--- config.mk ---
export PLATFORM = sky130hd
export DESIGN_NAME = seq_div_flat
export DESIGN_NICKNAME = d
export VERILOG_FILES = /design/src/rtl/seq_div_if.sv /design/src/rtl/seq_div.sv /design/src/flat_wrapper.sv
export SDC_FILE = /design/constraint.sdc
export NUM_CORES = 1
export LEC_CHECK = 0
export ABC_AREA = 1
export CAP_MARGIN = 30
export CORE_ASPECT_RATIO = 0.5
export CORE_MARGIN = 2
export CORE_UTILIZATION = 45
export CTS_CLUSTER_SIZE = 14
export DETAILED_ROUTE_END_ITERATION = 8
export HOLD_SLACK_MARGIN = 0.08
export PLACE_DENSITY = 0.79
export REMOVE_ABC_BUFFERS = 1
export SLEW_MARGIN = 20
export SYNTH_ARGS = -nofsm -noshare
export SYNTH_HDL_FRONTEND = slang
export SYNTH_SLANG_ARGS = --single-unit
--- constraint.sdc ---
create_clock -name clk -period 1.55 [get_ports clk]
set_input_delay 0.155 -clock clk [delete_from_list [all_inputs] [get_ports clk]]
set_output_delay 0.155 -clock clk [all_outputs]
set_load 0.1 [all_outputs]
--- src/rtl/seq_div_if.sv ---
// Start/result bundle for the sequential divider: operands in, quotient/remainder and status out.
interface seq_div_if #(
    parameter int N = 8,
    parameter int M = 4
);
    logic         start;
    logic [N-1:0] a;
    logic [M-1:0] b;
    logic [N-1:0] q;
    logic [M-1:0] r;
    logic         busy;
    logic         done;
    logic         dz;

    modport master (output start, a, b, input q, r, busy, done, dz);
    modport slave  (input start, a, b, output q, r, busy, done, dz);
endinterface

--- src/rtl/seq_div.sv ---
// Restoring unsigned divider, one quotient bit per clock; results are held until the next done pulse.
module seq_div #(
    parameter int N = 8,
    parameter int M = 4
) (
    input  logic     clk,
    input  logic     clr,
    seq_div_if.slave io
);
    localparam int CW = $clog2(N + 1);

    typedef enum logic [1:0] {IDLE, RUN, FIN} state_t;

    state_t        state_q, state_d;
    logic [N-1:0]  aq_q, aq_d;
    logic [M-1:0]  b_q, b_d;
    logic [M:0]    rem_q, rem_d;
    logic [CW-1:0] cnt_q, cnt_d;
    logic          dzp_q, dzp_d;
    logic [N-1:0]  q_q, q_d;
    logic [M-1:0]  r_q, r_d;
    logic          dz_q, dz_d;
    logic          done_q, done_d;

    // Shifted remainder never reaches 2^(M+1), so bit M+1 of the difference is the borrow.
    logic [M+1:0]  rem_sh;
    logic [M+1:0]  diff;

    always_comb begin
        state_d = state_q;
        aq_d    = aq_q;
        b_d     = b_q;
        rem_d   = rem_q;
        cnt_d   = cnt_q;
        dzp_d   = dzp_q;
        q_d     = q_q;
        r_d     = r_q;
        dz_d    = dz_q;
        done_d  = 1'b0;
        rem_sh  = {rem_q, aq_q[N-1]};
        diff    = rem_sh - {2'b00, b_q};

        case (state_q)
            IDLE: begin
                if (io.start) begin
                    aq_d    = io.a;
                    b_d     = io.b;
                    rem_d   = '0;
                    cnt_d   = '0;
                    dzp_d   = (io.b == '0);
                    state_d = (io.b == '0) ? FIN : RUN;
                end
            end
            RUN: begin
                rem_d = diff[M+1] ? rem_sh[M:0] : diff[M:0];
                aq_d  = {aq_q[N-2:0], ~diff[M+1]};
                cnt_d = cnt_q + CW'(1);
                if (cnt_q == CW'(N - 1)) begin
                    state_d = FIN;
                end
            end
            FIN: begin
                done_d  = 1'b1;
                state_d = IDLE;
                if (dzp_q) begin
                    q_d  = '1;
                    r_d  = '0;
                    dz_d = 1'b1;
                end else begin
                    q_d  = aq_q;
                    r_d  = rem_q[M-1:0];
                    dz_d = 1'b0;
                end
            end
            default: state_d = IDLE;
        endcase
    end

    always_ff @(posedge clk) begin
        if (clr) begin
            state_q <= IDLE;
            aq_q    <= '0;
            b_q     <= '0;
            rem_q   <= '0;
            cnt_q   <= '0;
            dzp_q   <= 1'b0;
            q_q     <= '0;
            r_q     <= '0;
            dz_q    <= 1'b0;
            done_q  <= 1'b0;
        end else begin
            state_q <= state_d;
            aq_q    <= aq_d;
            b_q     <= b_d;
            rem_q   <= rem_d;
            cnt_q   <= cnt_d;
            dzp_q   <= dzp_d;
            q_q     <= q_d;
            r_q     <= r_d;
            dz_q    <= dz_d;
            done_q  <= done_d;
        end
    end

    assign io.q    = q_q;
    assign io.r    = r_q;
    assign io.dz   = dz_q;
    assign io.done = done_q;
    assign io.busy = (state_q != IDLE);
endmodule

--- src/flat_wrapper.sv ---
// flat-port wrapper written by rule: the top's interface ports become plain ports
module seq_div_flat 
#(
    parameter int N = 8,
    parameter int M = 4
)
  (clk, clr, io_start, io_a, io_b, io_q, io_r, io_busy, io_done, io_dz);
  seq_div_if #(.N(N), .M(M)) io_i ();
  input  logic clk;
  input  logic clr;
  input wire logic [$bits(io_i.start)-1:0] io_start;
  input wire logic [$bits(io_i.a)-1:0] io_a;
  input wire logic [$bits(io_i.b)-1:0] io_b;
  output wire logic [$bits(io_i.q)-1:0] io_q;
  output wire logic [$bits(io_i.r)-1:0] io_r;
  output wire logic [$bits(io_i.busy)-1:0] io_busy;
  output wire logic [$bits(io_i.done)-1:0] io_done;
  output wire logic [$bits(io_i.dz)-1:0] io_dz;
  assign io_i.start = io_start;
  assign io_i.a = io_a;
  assign io_i.b = io_b;
  assign io_q = io_i.q;
  assign io_r = io_i.r;
  assign io_busy = io_i.busy;
  assign io_done = io_i.done;
  assign io_dz = io_i.dz;
  seq_div #(.N(N), .M(M)) u_core (.clk(clk), .clr(clr), .io(io_i));
endmodule
After elaboration in Yosys (flattened, before gate mapping)
Cells that the tools add are included.

Word-level logic and storage cells: 40. Register bits: 38. Output and inout bits: 15.

Reductions and logical operators: 7. Bitwise gates (word level): 1. Multiplexer cells: 15. Equal/unequal tests: 5. Add/subtract/negate cells: 2.

Operators by type and width (number): $mux 8 (2); $pmux 8 s2 (1); $mux 5 (2); $pmux 5 s2 (1); $mux 4 (2); $pmux 4 s2 (1); $mux 2 (3); $reduce_and 2->1 (3); $sub 6x4->6 (1); $add 4x1->4 const B (1); $eq 4x3->1 const B (1); $logic_not 4->1 (1); $pmux 2 s2 (1); $reduce_bool 2->1 (2); $eq 2x1->1 const B (1); $eq 2x2->1 const B (1); $logic_not 2->1 (1); $mux 1 (2); $ne 2x1->1 const B (1); $ne 2x2->1 const B (1); $not 1->1 (1).

Logic depth before layout (Yosys ltp)
Gate-level depths: netlist (run 1).

Depth after elaboration: 4. Mapped depth: 12. Depth with buffers taken out: 12.

Worst setup path after synthesis (run 1)
OpenSTA, ideal clock, no wires.

Path kind: register -> register. From: register u_core.aq_q[7]. To: register u_core.rem_q[4]. Cell stages (with the launch flop): 13. Data required time: 1418 ps. Setup slack: 22 ps. Data arrival time: 1396 ps. Cell sequence: dfxtp_1 inv_1 ha_1 inv_1 fa_1 nand3_1 nand3_1 nand2_1 nand2_1 inv_1 nand3_1 nand3_1 a21oi_1.

Cells in the longest elaborated chain, start to end: 3.

Ends and longest elaborated chain: start, declared (line seq_div.sv:15) `logic [N-1:0] aq_q, aq_d;`; start signal, assigned (line seq_div.sv:93) `aq_q <= aq_d;`; $sub 6x4->6 (line seq_div.sv:41) `diff = rem_sh - {2'b00, b_q};`; $mux 5 (line seq_div.sv:55) `rem_d = diff[M+1] ? rem_sh[M:0] : diff[M:0];`; $pmux 5 s2 (line seq_div.sv:43) `case (state_q)`; end signal, assigned (line seq_div.sv:95) `rem_q <= rem_d;`; end, declared (line seq_div.sv:17) `logic [M:0] rem_q, rem_d;`.

No other way between the ends. A chain may end at the register's enable or synchronous reset.

Worst setup path after layout (run 1)
From: register u_core.aq_q[7]. To: register u_core.rem_q[2].

Same word-level chain as after synthesis.

==> summary.md, run 1 <==
| Metric | Value |
|---|---|
| Status | `finished with violations` |
| Failing checks | `negative setup slack` |
| Gp weighted congestion | `~0.86` |
| Skew final | `0.00468 ns` |
| Slew margin rel. | `72.5%` |
| Row count | `15` |
| DR vias | `1779` |
| N_diodes | `0` |
| Crit end category | `register` |
| Input/output buffers | `29` |
| RSZ-0062 raised after global routing | `true` |
| Int Power | `about 1.8 mW` |
| Minimum clock period | `1.63 ns` |
| CTS Buf Count | `5` |
| Routed WL | `4700 um` |
| Fmax | `0.612 GHz` |
| Pre-CTS setup slack | `-0.0553 ns` |
| HP Class | `input pin to register` |
| Worst IR Drop VDD | `0.536 mV` |
| Residual DRC | `0` |
| Area Growth Syn to Fin | `45.5%` |
| Leak Pwr | `0.992 nW` |
| Dpl hpwl | `between 3000 and 4000 um` |
| Peak fanout along the critical path | `2` |
| Commonest non-fill, non-tap cell in the layout | `nand2_1` |
| CP Data Required Time | `1.77 ns` |
| Setup CP Type | `register to register` |
| GRT Util Overall | `22.3%` |
| Largest net degree at the start of global routing | `18` |
| Die X | `91.2 um` |
| Root Buffer | `clkbuf_8` |
| Final-report hold violation count | `0` |
| Starting Density | `48.5%` |
| Combinational power share | `between 30 and 40%` |
| Fin crit share | `105%` |
| Final setup TNS | `-0.137 ns` |
| Post-synthesis register bit count | `38` |
| Initial DRC Count | `slightly above 70` |
| Syn. warnings | `0` |
| WP data arrival | `1.86 ns` |
| Number of global-route vias before repair | `about 1.7k` |
| Max cap viols | `0` |
| Clock-pin slew on the worst setup and hold paths | `0.07 ns` |
| Clk pwr share | `a little under a quarter` |
| Worst skew pair latency | `roughly 0.29 ns` |
| Setup Viol. Count Final | `2` |
| Power per cell area | `1160 mW/mm^2` |
| Sequential fraction of the synthesis area | `44.4%` |
| Slew @ Worst Pin | `0.409 ns` |
| CTS tree | `yes` |
| Total global routing overflow | `0` |
| Fin nets | `294` |
| Pwr Total | `2.89 mW` |
| Netlist cell types | `25` |
| Synthesized cell area | `around 0.0017 sq mm` |
| Ports | `30` |
| Die Ht | `47.6 um` |
| Remaining antenna violation count | `0` |
| First-pass DRT Iterations | `4` |
| Clk sinks | `38` |
| NetSw | `1.07 mW` |
| Synth Area per Inst | `~7.4 sq um` |
| Max-slew violation count | `0` |
| Most frequent cells in the layout | `46 x nand2_1, 34 x dfxtp_1, 28 x a21oi_1` |
| Seq pwr share | `39.8%` |
| Via/cell ratio | `5.51` |
| WHS Path Cells | `3` |
| Final Core Density | `70.6%` |
| Initial antenna violation count | `0` |
| R2R cell count | `9` |
| Worst hold slack | `0.433 ns` |
| Clock Path Buffers | `2` |
| Critical Path Source Type | `register` |
| Net Sw Frac | `37.0%` |
| CORE AREA | `about 0.0035 sq mm` |
| # fillers | `261` |
| H-tree depth | `2` |
| Die Area | `0.00434 sq mm` |
| Final Worst Setup Slack | `-0.0827 ns` |
| First-pass GRT wire length | `7300 um` |
| Cells after Synth | `roughly 230` |
| Hold buffers post-CTS | `0` |
| Share of layout cells above drive strength 1 | `26.1%` |
| Routed length per placed instance | `about 15 um` |
routing by layer:
metal | GRT usage (%) | vias up | share of wire [%] | wire, um
li1 | - | 858 | - | -
met5 | 0 | - | 0 | 0
met1 | 24.9 | 840 | 40 | 1870
met4 | 13.0 | 0 | 2.8 | 131
met3 | 6.14 | 15 | 6.4 | 303
met2 | 41.2 | 66 | 51 | 2400
critical path, cell delays in order, from the launching register on:
cell and delay, ns:
dfxtp_2 0.33, inv_2 0.07, ha_4 0.12, inv_2 0.04, fa_2 0.39, buf_4 0.15
xnor2_2 0.12, nand3_1 0.09, nand3_1 0.09, a21oi_1 0.16
logic make-up (layout without fill, tap and decap cells):
| kind of cell | count (synthesis) | count (layout) | synth area share, % |
|---|---|---|---|
| buf+inv | 33 | 74 | 7.97 |
| flops | 38 | 38 | 44.4 |
| compound gates | 60 | 60 | 18.3 |
| xor+xnor | 1 | 1 | 0.512 |
| fa+ha+maj | 6 | 6 | 4.82 |
| simple gates | 93 | 93 | 24.0 |
flip-flops by register name, indices dropped and copies added (netlist names):
name	cells
u_core.aq_q	8
u_core.io.q	8
u_core.rem_q	5
u_core.b_q	4
u_core.cnt_q	4
u_core.io.r	4
u_core.state_q	2
u_core.dzp_q	1
u_core.io.done	1
u_core.io.dz	1
path summary, 6_finish.rpt:
check	endpoint	start	slack, ns
hold reg to reg	u_core.state_q[1]	u_core.state_q[1]	0.49
setup / recovery	u_core.rem_q[2]	u_core.aq_q[7]	-0.08
hold / removal	u_core.aq_q[3]	io_a[3]	0.43
setup reg to reg	u_core.rem_q[2]	u_core.aq_q[7]	-0.08
power by group through the flow:
stage	logic [mW]	clock network, mW	registers (mW)
final	1.05	0.686	1.15
after global routing	1.13	0.726	1.16
after CTS	0.874	0.680	1.14
after detailed placement	0.823	0	1.15
after global placement	0.790	0	1.15
after floorplan	0.484	0	1.20
Yosys cell counts:
cell / instances / area (sq um)
inv_2: 3 / 11.3
nor2_2: 3 / 18.8
nand2_4: 1 / 11.3
buf_4: 1 / 7.51
buf_2: 1 / 5.00
inv_1: 23 / 86.3
nand2_1: 51 / 191
nand2_2: 2 / 12.5
or2_2: 1 / 6.26
dfxtp_1: 38 / 761
ha_1: 5 / 62.6
a21oi_1: 29 / 145
nor4_1: 2 / 12.5
buf_6: 1 / 11.3
clkbuf_1: 4 / 15.0
nand3_1: 23 / 115
fa_1: 1 / 20.0
nor2_1: 7 / 26.3
o21ai_0: 19 / 95.1
o21ai_1: 4 / 20.0
xnor2_1: 1 / 8.76
a31oi_1: 7 / 43.8
nor3_1: 2 / 10.0
nand4_1: 1 / 6.26
o311ai_1: 1 / 8.76
layout make-up:
cell class	instances	area [sq um]	share of cell area, %
Timing Repair Buffer	42	538	21.6
Sequential cell	38	766	30.7
Tap cell	51	63.8	2.56
Inverter	26	97.6	3.92
Multi-Input combinational cell	160	943	37.9
Clock buffer	6	82.6	3.31
timing repair:
action                                  CTS  global route
setup buffers                             0             2
pin swaps                                 5             8
endpoints found under the setup margin    6             6
gates cloned                              0             0
resized for setup                        12            21
through the flow:
step / instances / area, sq um
floorplan: 224 / 1670
global placement: 315 / 2260
detailed placement: 315 / 2260
CTS: 321 / 2380
global route: 323 / 2490
finish: 323 / 2490
No activity file was read; power rests on OpenSTA's default activity.
==> run 2, diff against run 1 <==
Settings changed: SKIP_LAST_GASP set to 1.
==> summary.md, run 2 (synthesis gave the netlist of run 1 again) <==
| Metric | Value |
|---|---|
| Failing checks | `negative setup slack` |
| Fmax | `0.623 GHz (+1.7%)` |
| Status | `finished with violations` |
| Clk sinks | `38 (unchanged)` |
| CTS Buf Count | `5 (unchanged)` |
| Total global routing overflow | `0 (unchanged)` |
| Commonest non-fill, non-tap cell in the layout | `nand2_1` |
| Max cap viols | `0 (unchanged)` |
| N_diodes | `0 (unchanged)` |
| Slew margin rel. | `71.6% (-0.84 points)` |
| First-pass DRT Iterations | `4 (unchanged)` |
| Number of global-route vias before repair | `1665 (+0.30%)` |
| Fin nets | `295 (+0.34%)` |
| Pre-CTS setup slack | `-0.0553 ns (unchanged)` |
| Final setup TNS | `-0.130 ns (+0.00751 ns)` |
| Register area | `766 sq um (unchanged)` |
| Row count | `15 (unchanged)` |
| WP data arrival | `1.83 ns (-0.03 ns)` |
| Initial DRC Count | `94 (+31%)` |
| Root Buffer | `clkbuf_8` |
| H-tree depth | `2 (unchanged)` |
| Ports | `30 (unchanged)` |
| Setup CP Type | `register to register` |
| Fin crit share | `104% (-1.8 points)` |
| Final-report hold violation count | `0 (unchanged)` |
| Die X | `91.2 um (unchanged)` |
| Most frequent cells in the layout | `46 x nand2_1, 34 x dfxtp_1, 28 x a21oi_1` |
| Clock-pin slew on the worst setup and hold paths | `0.07 ns (about the same)` |
| Routed WL | `4920 um (+4.5%)` |
| Critical Path Source Type | `register` |
| CP startpoint | `u_core.b_q[1]` |
| Final Worst Setup Slack | `-0.0548 ns (+0.0280 ns)` |
| Setup Viol. Count Final | `3 (+1)` |
| Worst setup path endpoint | `u_core.rem_q[2]` |
| Skew final | `0.00610 ns (+0.00142 ns)` |
| Seq pwr share | `38.9% (-0.9 points)` |
| # fillers | `253 (-3.1%)` |
| Clk pwr share | `23.2% (-0.5 points)` |
| Worst skew pair latency | `0.29 ns (about the same)` |
| Minimum clock period | `1.60 ns (-0.0280 ns)` |
| Combinational power share | `37.9% (+1.5 points)` |
| GRT Util Overall | `22.2% (-0.14 points)` |
| Die Ht | `47.6 um (unchanged)` |
| Net Sw Frac | `37.4% (+0.39 points)` |
| CTS tree | `yes` |
| Power per cell area | `1170 mW/mm^2 (+0.97%)` |
| R2R cell count | `10 (+1)` |
| Max-slew violation count | `0 (unchanged)` |
| Routed length per placed instance | `15.2 um (+4.2%)` |
| Die Area | `0.00434 sq mm (unchanged)` |
| Gp weighted congestion | `0.865 (unchanged)` |
| NetSw | `1.11 mW (+3.6%)` |
| Input/output buffers | `29 (unchanged)` |
| Footprint of the multi-input gates | `975 sq um (+3.3%)` |
| Leak Pwr | `1.01 nW (+1.4%)` |
| DR vias | `1754 (-1.4%)` |
| Starting Density | `48.5% (unchanged)` |
| Initial antenna violation count | `0 (unchanged)` |
| Share of layout cells above drive strength 1 | `27.5% (+1.4 points)` |
| CORE AREA | `0.00353 sq mm (unchanged)` |
| Hold buffers post-CTS | `0 (unchanged)` |
| Setup slack, reg-to-reg | `-0.05 ns (+0.03 ns)` |
| Largest net degree at the start of global routing | `18 (unchanged)` |
| Area Growth Syn to Fin | `47.8%` |
| Int Power | `1.85 mW (+1.9%)` |
| RSZ-0062 raised after global routing | `true` |
| Remaining antenna violation count | `0 (unchanged)` |
| Peak fanout along the critical path | `6 (+4)` |
| R2r endpoint | `u_core.rem_q[2]` |
| CP Data Required Time | `1.77 ns (about the same)` |
| RR Startpoint | `u_core.b_q[1]` |
| Via/cell ratio | `5.41 (-1.7%)` |
| WHS Path Cells | `3 (unchanged)` |
| Residual DRC | `0 (unchanged)` |
| Worst IR Drop VDD | `0.532 mV (-0.73%)` |
| Slew @ Worst Pin | `0.422 ns (+0.0125 ns)` |
| Crit end category | `register` |
| Clock Path Buffers | `2 (unchanged)` |
| HP Class | `input pin to register` |
| First-pass GRT wire length | `7260 um (-0.58%)` |
| Dpl hpwl | `3040 um (unchanged)` |
run 2: worst min-delay path by stage:
stage	start	endpoint
after detailed placement	u_core.b_q[2]	u_core.b_q[2]
after global placement	u_core.b_q[2]	u_core.b_q[2]
after floorplan	clr	u_core.cnt_q[1]
after CTS	io_a[3]	u_core.aq_q[3]
final	io_a[3]	u_core.aq_q[3]
after global routing	io_a[3]	u_core.aq_q[3]
run 2: final cells by class:
class | instances | area share [%]
Sequential cell | 38 | 30.3
Inverter | 26 | 3.86
Tap cell | 51 | 2.52
Multi-Input combinational cell | 160 | 38.5
Timing Repair Buffer | 43 | 21.6
Clock buffer | 6 | 3.26
run 2: layer usage:
| layer | GRT usage (%) | routed length, um | up-vias |
|---|---|---|---|
| li1 | - | - | 859 |
| met1 | 24.5 | 2060 | 836 |
| met2 | 41.2 | 2510 | 50 |
| met3 | 6.14 | 258 | 9 |
| met4 | 13.0 | 91 | 0 |
| met5 | 0 | 0 | - |
run 2: timing repair:
item | in CTS | in global routing
endpoints found under the setup margin | 6 | 6
pin swaps | 5 | 6
setup buffers | 0 | 3
gates resized for setup | 11 | 26
run 2: power by group through the flow:
stage          clock, mW  combinational (mW)  sequential (mW)
2_1_floorplan          0               0.484             1.20
3_3_place_gp           0               0.790             1.15
3_5_place_dp           0               0.823             1.15
4_1_cts            0.680               0.874             1.14
5_1_grt            0.726                1.20             1.16
6_report           0.687                1.12             1.15
run 2: through the flow:
stage               area (sq um)  power [mW]  std cells  utilization (%)  hold slack (ns)
CTS                         2380        2.69        321             67.4            0.433
finish                      2530        2.96        324             71.7            0.434
floorplan                   1670        1.69        224                -            0.224
global placement            2260        1.94        315             64.0            0.450
detailed placement          2260        1.98        315             64.0            0.460
global route                2530        3.08        324             71.7            0.441
run 2: critical path, stage by stage, from the launching register on:
cell and delay, ns:
dfxtp_2 0.34, inv_2 0.07, ha_4 0.26, nand2_1 0.06
nand2_2 0.11, nand3_4 0.13, nand2_4 0.13, nand2_8 0.08
nand3_1 0.09, nand3_1 0.10, a21oi_1 0.15
